===== src/rtl/servo_scan_ctrl.sv =====
// rtl/servo_scan_ctrl.sv - three-position ultrasonic scan sequencer for a PWM servo
//
// Sweeps the servo right, centre, left, measuring a range sample at each
// position after a settle time, then returns to centre and pulses done.
//
// Parameters:
//   FRAME_CYCLES   clkpwm cycles per 20 ms servo frame
//   SETTLE_FRAMES  frames held at a position before measuring
//   TIMEOUT_FRAMES frames allowed for meas_ack (timeout build only)
//
// Ports:
//   clkpwm        clock, rising edge
//   reset         synchronous, active-high
//   start         one-cycle scan request (ignored while busy)
//   abort         level; ends the scan and recentres the servo
//   meas_ack      one-cycle sensor completion, qualifies meas_data
//   meas_data     8-bit distance sample
//   grados        position code: 10 right, 00 centre, 01 left
//   pwm_en        PWM generator enable
//   meas_req      measurement request level
//   busy          high outside IDLE
//   done          one-cycle pulse at end of scan
//   dist_r/c/l    last captured samples per position
//   timeout_flag  sticky measurement timeout
//
// Build option: define SERVO_SCAN_TIMEOUT_EN to abandon a measurement after
// TIMEOUT_FRAMES frames, storing 8'hFF; otherwise MEASURE waits forever.

module servo_scan_ctrl #(
  parameter int FRAME_CYCLES   = 400,
  parameter int SETTLE_FRAMES  = 25,
  parameter int TIMEOUT_FRAMES = 10
) (
  input  logic       clkpwm,
  input  logic       reset,
  input  logic       start,
  input  logic       abort,
  input  logic       meas_ack,
  input  logic [7:0] meas_data,
  output logic [1:0] grados,
  output logic       pwm_en,
  output logic       meas_req,
  output logic       busy,
  output logic       done,
  output logic [7:0] dist_r,
  output logic [7:0] dist_c,
  output logic [7:0] dist_l,
  output logic       timeout_flag
);

  localparam int FW      = (FRAME_CYCLES > 1) ? $clog2(FRAME_CYCLES) : 1;
  // One frame-tick counter serves both the settle and timeout intervals.
  localparam int CNT_MAX = (SETTLE_FRAMES > TIMEOUT_FRAMES) ? SETTLE_FRAMES : TIMEOUT_FRAMES;
  localparam int TW      = $clog2(CNT_MAX + 1);

  localparam logic [1:0] POS_R = 2'b10;
  localparam logic [1:0] POS_C = 2'b00;
  localparam logic [1:0] POS_L = 2'b01;

  typedef enum logic [2:0] {IDLE, MOVE, MEASURE, RETURN, FINISH} state_t;

  state_t          state, state_n;
  logic [1:0]      pos, pos_n;
  logic [FW-1:0]   frame_cnt, frame_n;
  logic [TW-1:0]   tick_cnt, tick_n;
  logic [7:0]      dr_n, dc_n, dl_n;
  logic            tflag, tflag_n;
  logic            frame_tick;
  logic            capture;
  logic [7:0]      cap_data;

  assign frame_tick = (frame_cnt == FW'(FRAME_CYCLES - 1));

  always_ff @(posedge clkpwm) begin
    if (reset) begin
      state     <= IDLE;
      pos       <= POS_C;
      frame_cnt <= '0;
      tick_cnt  <= '0;
      dist_r    <= '0;
      dist_c    <= '0;
      dist_l    <= '0;
      tflag     <= 1'b0;
    end else begin
      state     <= state_n;
      pos       <= pos_n;
      frame_cnt <= frame_n;
      tick_cnt  <= tick_n;
      dist_r    <= dr_n;
      dist_c    <= dc_n;
      dist_l    <= dl_n;
      tflag     <= tflag_n;
    end
  end

  always_comb begin
    state_n  = state;
    pos_n    = pos;
    frame_n  = frame_tick ? '0 : frame_cnt + 1'b1;
    tick_n   = tick_cnt + {{(TW-1){1'b0}}, frame_tick};
    dr_n     = dist_r;
    dc_n     = dist_c;
    dl_n     = dist_l;
    tflag_n  = tflag;
    capture  = 1'b0;
    cap_data = meas_data;

    case (state)
      IDLE: begin
        if (start) begin
          state_n = MOVE;
          pos_n   = POS_R;
          frame_n = '0;
          tick_n  = '0;
          tflag_n = 1'b0;
        end
      end
      MOVE: begin
        if (abort) begin
          state_n = RETURN;
          frame_n = '0;
          tick_n  = '0;
        end else if (frame_tick && tick_cnt == TW'(SETTLE_FRAMES - 1)) begin
          // frame_n wraps to 0 here, so MEASURE starts on a frame boundary.
          state_n = MEASURE;
          tick_n  = '0;
        end
      end
      MEASURE: begin
        if (abort) begin
          state_n = RETURN;
          frame_n = '0;
          tick_n  = '0;
        end else if (meas_ack) begin
          capture = 1'b1;
        end
`ifdef SERVO_SCAN_TIMEOUT_EN
        else if (frame_tick && tick_cnt == TW'(TIMEOUT_FRAMES - 1)) begin
          capture  = 1'b1;
          cap_data = 8'hFF;
          tflag_n  = 1'b1;
        end
`endif
      end
      RETURN: begin
        if (frame_tick && tick_cnt == TW'(SETTLE_FRAMES - 1))
          state_n = FINISH;
      end
      FINISH: state_n = IDLE;
      default: state_n = IDLE;
    endcase

    // Store the sample for the current position and advance the sweep.
    if (capture) begin
      frame_n = '0;
      tick_n  = '0;
      case (pos)
        POS_R: begin
          dr_n    = cap_data;
          pos_n   = POS_C;
          state_n = MOVE;
        end
        POS_C: begin
          dc_n    = cap_data;
          pos_n   = POS_L;
          state_n = MOVE;
        end
        default: begin
          dl_n    = cap_data;
          pos_n   = POS_C;
          state_n = RETURN;
        end
      endcase
    end
  end

  // Position is only driven off-centre while sweeping; RETURN and IDLE hold centre.
  assign grados       = (state == MOVE || state == MEASURE) ? pos : POS_C;
  assign pwm_en       = 1'b1;
  assign meas_req     = (state == MEASURE);
  assign busy         = (state != IDLE);
  assign done         = (state == FINISH);
  assign timeout_flag = tflag;

endmodule

===== config.mk =====
export PLATFORM = sky130hd
export DESIGN_NAME = servo_scan_ctrl
export DESIGN_NICKNAME = d
export VERILOG_FILES = /design/src/rtl/servo_scan_ctrl.sv
export SDC_FILE = /design/constraint.sdc
export NUM_CORES = 1
export LEC_CHECK = 0
export ABC_AREA = 1
export CAP_MARGIN = 15
export CORE_MARGIN = 4
export CORE_UTILIZATION = 35
export DETAILED_ROUTE_END_ITERATION = 12
export PLACE_DENSITY = 0.72
export SYNTH_ARGS = -nofsm -noshare
export SYNTH_HDL_FRONTEND = slang
export SYNTH_SLANG_ARGS = --single-unit

===== constraint.sdc =====
create_clock -name clkpwm -period 3.4 [get_ports clkpwm]
set_clock_uncertainty 0.2 [all_clocks]
set_input_delay 0.34 -clock clkpwm [delete_from_list [all_inputs] [get_ports clkpwm]]
set_output_delay 0.34 -clock clkpwm [all_outputs]
set_load 0.01 [all_outputs]

==> run metrics, run 1 <==
status=finished, final reports clean; area occupied by registers=861 µm²; synthesized instance count=242; initial DRC count=71; worst skew pair latency=0.29 ns; DR DRC count=0; setup TNS=0 ns; Pwr per Cell Area=525 mW/mm²; GRT Util Overall=12.8%; Worst EP arrival=1.75 ns; CP peak stage delay=0.55 ns; critical path's top delay family=buffers and inverters; vias=1,573; placed cell area=0.00232 mm²; Leak=0.959 nW; hold buffer count at CTS=0; Worst R2R Setup Slack=1.45 ns; fin nets=301; row count=26; HP Class=reg -> reg; post-detail-place hpwl=2990 µm; share of layout cells above drive strength 1=8.04%; CP cell instances=nor2_2 -> nand2_1 -> nand2_1 -> inv_2 -> nor2_1 -> clkdlybuf4s50_1; synthesis warning total=0; starting density of the core=36.1%; core area=0.00511 mm²; Mapped Avg Cell Area=7.63 µm²; Max Freq=436 MHz; met2 Usage GRT=20.8%; slowest stage cell on the critical path=clkdlybuf4s50_1; I/O Buffers=41; initial antenna violation count=0; Syn-to-layout area delta=32.7%; met1 Use GR=16.0%; die area=0.00650 mm²; Most Frequent Cell on Critical Path=nand2_1; Sink Count=43; cell area after layout=0.00245 mm²; cells on worst reg2reg path=10; vias per cell=4.42; flops & latches, synth=43; Final ANT Viol Nets=0; largest net degree at the start of global routing=20; worst vdd ir=0.197 mV; final wirelength=3820 µm; startpoint types=flop; critical path startpoint=state[2]; Final Wtd Congestion=0.853; critical path depth=6; area of the multi-input gates=842 µm²; RSZ-0062 raised after global routing=no; worst-case clock buffer depth=2; IO Count=44; cts bufs inserted=5; first drt pass iteration count=4; Mapped Nets=258; GRT overflow=0; Die Wd=80.6 µm; wire length per cell=10.7 µm; CTS tree=yes; crit path max fanout=4; reg-to-reg startpoint=frame_cnt[0]; most frequent cells in the layout=nor2_1, dfxtp_1, clkdlybuf4s50_1; WS Path Type=reg -> out; Final Critical Period=2.29 ns; Fillers=506; Post CTS Setup Buffer Count=0; Distinct cells, synth=28; Die Y=80.6 µm; H-tree levels=2; Mapped Area=0.00185 mm²; Post-CTS Resized=0; max cap viols=0; Req. time, crit path=2.86 ns; most common cell after layout, fill and taps aside=nor2_1; vias in the first global route=1,475; GR peak layer=met2; Worst-path clk slew=0.07 ns; first-pass GRT wire length=6530 µm; sequential share of the synthesized area=46.6%; CP endpoint kind=output port; WP buf/inv=2; fin crit share=67.5%; Clock Tree Root=clkbuf_8; worst reg2reg path endpoint=tick_cnt[4]; met3 Use GR=3.48%; Final Hold Fails=0; setup violators final=0; Worst Setup EP=grados[1]; Slew Limit Fails=0; # diodes=0
-- routing by layer --
metal | vias to the layer above | wire length [µm] | part of all wire [%]
li1 | 851 | - | -
met3 | 7 | 152 | 4.0
met5 | - | 0 | 0
met4 | 0 | 79 | 2.1
met2 | 26 | 1800 | 47
met1 | 689 | 1790 | 47
-- sequential cells by signal, indices dropped and copies added (netlist names) --
| name | flops |
|---|---|
| dist_c | 8 |
| dist_l | 8 |
| dist_r | 8 |
| frame_cnt | 9 |
| pos | 2 |
| state | 3 |
| tick_cnt | 5 |
-- stage by stage --
stage	instances	util (%)	setup slack [ns]	hold slack [ns]	power, W
6_report	356	47.9	1.11	0.261	0.00128
5_1_grt	356	47.9	0.983	0.287	0.00136
4_1_cts	356	47.9	1.09	0.267	0.00130
3_5_place_dp	348	45.3	1.19	0.250	0.000840
3_3_place_gp	348	45.3	1.24	0.228	0.000837
2_1_floorplan	242	-	1.58	0.218	0.000745
-- logic make-up after synthesis --
kind of cell	synth area share, %
flops	46.6
xor+xnor	3.80
other cells	0.407
simple gates	29.5
buf+inv	7.73
compound gates	9.90
fa+ha+maj	2.03
-- synth_stat cells --
master / n / area share [%]
conb_1: 2 / 0.41
a21oi_1: 11 / 3.0
inv_2: 4 / 0.81
nand2_1: 28 / 5.7
nand2_4: 3 / 1.8
clkbuf_1: 2 / 0.41
a21oi_4: 1 / 0.88
nand3_1: 20 / 5.4
clkinv_4: 2 / 0.95
nor2_4: 1 / 0.61
and2_1: 1 / 0.34
dfxtp_1: 43 / 47
nor2_1: 56 / 11
o31ai_1: 1 / 0.41
nand3_4: 1 / 0.95
inv_1: 22 / 4.5
buf_4: 2 / 0.81
nand3b_1: 1 / 0.41
nor3_1: 3 / 0.81
nand4_1: 3 / 1.0
o21ai_0: 19 / 5.2
nand2_2: 2 / 0.68
buf_2: 1 / 0.27
xor2_1: 6 / 2.8
nor2_2: 1 / 0.34
xnor2_1: 2 / 0.95
o21ai_2: 1 / 0.47
ha_1: 3 / 2.0
-- worst register-to-register path, stage by stage (launching register included) --
cell	delay, ns
dfxtp_1	0.33
ha_1	0.22
nand3_1	0.14
inv_1	0.10
nand2_1	0.10
inv_1	0.05
ha_1	0.20
ha_1	0.21
nand3_1	0.10
xor2_1	0.15
nor2_1	0.06
-- report_power, final --
group | internal, W | total, W | switching (W)
sequential | 0.000533 | 0.000560 | 0.0000268
combinational | 0.000108 | 0.000267 | 0.000159
clock | 0.000293 | 0.000458 | 0.000164
-- worst min path at each step --
stage                 startpoint      endpoint  slack, ns  cells after the start
global route        frame_cnt[0]  frame_cnt[0]       0.29                      1
floorplan           frame_cnt[0]  frame_cnt[0]       0.22                      1
CTS                 frame_cnt[0]  frame_cnt[0]       0.27                      1
detailed placement  frame_cnt[0]  frame_cnt[0]       0.25                      1
global placement    frame_cnt[0]  frame_cnt[0]       0.23                      1
finish              frame_cnt[0]  frame_cnt[0]       0.26                      1
-- layout make-up --
class / count / area share [%]
clock inverter: 2 / 2.45
timing repair buffer: 41 / 16.8
inverter: 28 / 4.70
sequential: 43 / 35.2
clock buffer: 6 / 2.96
tap: 70 / 3.58
multi-input combinational: 166 / 34.4
Power figures use the tool's default switching activity.
==> inputs of run 2 (changes only) <==
--- a/config.mk
+++ b/config.mk
@@ -10,7 +10,7 @@
 export CORE_MARGIN = 4
 export CORE_UTILIZATION = 35
 export DETAILED_ROUTE_END_ITERATION = 12
-export PLACE_DENSITY = 0.72
+export PLACE_DENSITY = 0.74
 export SYNTH_ARGS = -nofsm -noshare
 export SYNTH_HDL_FRONTEND = slang
 export SYNTH_SLANG_ARGS = --single-unit
==> constraint.sdc (replaced) <==
create_clock -name clkpwm -period 2.1 [get_ports clkpwm]
set_clock_uncertainty 0.2 [all_clocks]
set_input_delay 0.21 -clock clkpwm [delete_from_list [all_inputs] [get_ports clkpwm]]
set_output_delay 0.21 -clock clkpwm [all_outputs]
set_load 0.01 [all_outputs]
==> run 2 against run 1 <==
  * Critical path depth decreased by 2
  * Via count increased by 3.3%
  * Worst hold slack got worse by 0.034 ns
  * Critical path type unchanged
  * Largest cell class unchanged
  * Highest routed layer unchanged
==> run metrics, run 2 (same netlist as run 1, synthesis figures left out) <==
share of layout cells above drive strength 1=10.4%; pre-CTS setup slack=0.161 ns; Worst-path clk slew=0.07 ns; Die Y=80.6 µm; startpoint types=flop; GRT Util Overall=13.1%; cts bufs inserted=5; register with the most flip-flops=frame_cnt; switching pwr=0.000567 W; CP endpoint kind=output port; Final ANT Viol Nets=0; most frequent cells in the layout=nor2_1, dfxtp_1, clkdlybuf4s50_1; cells on worst reg2reg path=10; Final Hold Fails=0; vias per cell=4.53; worst reg2reg path endpoint=tick_cnt[4]; Max Freq=522 MHz; die area=0.00650 mm²; DR DRC count=0; hold path endpoint=frame_cnt[0]; Sw Share=30.7%; final wirelength=3900 µm; Sink Count=43; first drt pass iteration count=4; largest net degree at the start of global routing=19; vias in the first global route=1,529; GRT overflow=0; wire length per cell=10.9 µm; Hold Path Stages=1; fin nets=304; status=finished, final reports clean; reg-to-reg startpoint=frame_cnt[0]; hold buffer count at CTS=0; # diodes=0; Die Wd=80.6 µm; crit path max fanout=4; IO Count=44; core area=0.00511 mm²; combinational share of power=24.1%; worst vdd ir=0.414 mV; max cap viols=0; hold slack final=0.227 ns; initial antenna violation count=0; starting density of the core=36.1%; Syn-to-layout area delta=32.1%; Placed Cells=351; initial DRC count=45; clock network power share=26.9%; Leak=0.983 nW; H-tree levels=2; first-pass GRT wire length=6780 µm; vias=1,625; Clock Tree Root=clkbuf_8; Final Instance Count excl. Fillers=359; Int Pwr=0.00128 W; setup violators final=0; RSZ-0062 raised after global routing=no; I/O Buffers=41; Pwr per Cell Area=757 mW/mm²; fin crit share=91.3%; worst-case clock buffer depth=2; Worst R2R Setup Slack=0.25 ns; WS Path Type=reg -> out; Slew Limit Fails=0; Fillers=534; part of the power in registers=49.0%; setup TNS=0 ns; HP Class=reg -> reg; critical path startpoint=state[2]; Req. time, crit path=1.69 ns; worst skew pair latency=0.28 ns; max FFs per register=9; row count=26; CTS tree=yes; Post CTS Setup Buffer Count=0; Final Wtd Congestion=0.913; Hold Startpoint=frame_cnt[0]; Worst EP arrival=1.51 ns; most common cell after layout, fill and taps aside=nor2_1; post-detail-place hpwl=3120 µm; final worst setup slack=0.184 ns; Final Critical Period=1.92 ns
-- run 2: power by group through the flow --
stage	Clock, W	Combinational (W)	Sequential, W
2_1_floorplan	0	0.000282	0.000923
3_3_place_gp	0	0.000441	0.000918
3_5_place_dp	0	0.000446	0.000921
4_1_cts	0.000513	0.000451	0.000903
5_1_grt	0.000555	0.000501	0.000914
6_report	0.000496	0.000445	0.000905
-- run 2: how the worst max path moves through the flow --
stage,to,depth (start not counted),slack (ns)
global route,tick_cnt[4],10,0.002
CTS,grados[1],6,0.003
finish,meas_req,4,0.18
global placement,tick_cnt[4],10,0.23
detailed placement,tick_cnt[4],10,0.16
floorplan,tick_cnt[4],10,0.28
-- run 2: area by class of cell --
| cell class | instances | area (µm²) | share of cell area, % |
|---|---|---|---|
| Timing Repair Buffer | 44 | 438 | 18.0 |
| Clock inverter | 2 | 12.5 | 0.513 |
| Multi-Input combinational cell | 166 | 850 | 34.9 |
| Inverter | 28 | 115 | 4.72 |
| Tap cell | 70 | 87.6 | 3.59 |
| Sequential cell | 43 | 862 | 35.4 |
| Clock buffer | 6 | 72.6 | 2.98 |
-- run 2: worst max-delay path, stage by stage, from the launching register on --
cell and delay (ns):
dfxtp_1 0.36, nor2_2 0.14, nand2_1 0.08, inv_2 0.10, clkdlybuf4s50_1 0.55
-- run 2: timing repair --
action / 4_1_cts / 5_1_grt
endpoints found under the hold margin: 0 / 0
setup endpoints to repair: 0 / 3
gates resized for setup: 0 / 6
-- run 2: routing by layer --
metal / global-route usage, % / up-vias / routed length (µm) / share of wire (%)
li1: - / 861 / - / -
met1: 16.5 / 724 / 1750 / 45
met2: 21.8 / 32 / 1890 / 48
met3: 2.91 / 8 / 199 / 5.1
met4: 4.56 / 0 / 63 / 1.6
met5: 0 / - / 0 / 0
-- run 2: metrics by stage --
step                      utilization [%]  power, W  cell area [µm²]
after floorplan                         -   0.00121             1850
after global placement               45.8   0.00136             2340
after detailed placement             45.8   0.00137             2340
after CTS                            47.5   0.00187             2420
after global routing                 47.7   0.00197             2440
final                                47.7   0.00185             2440
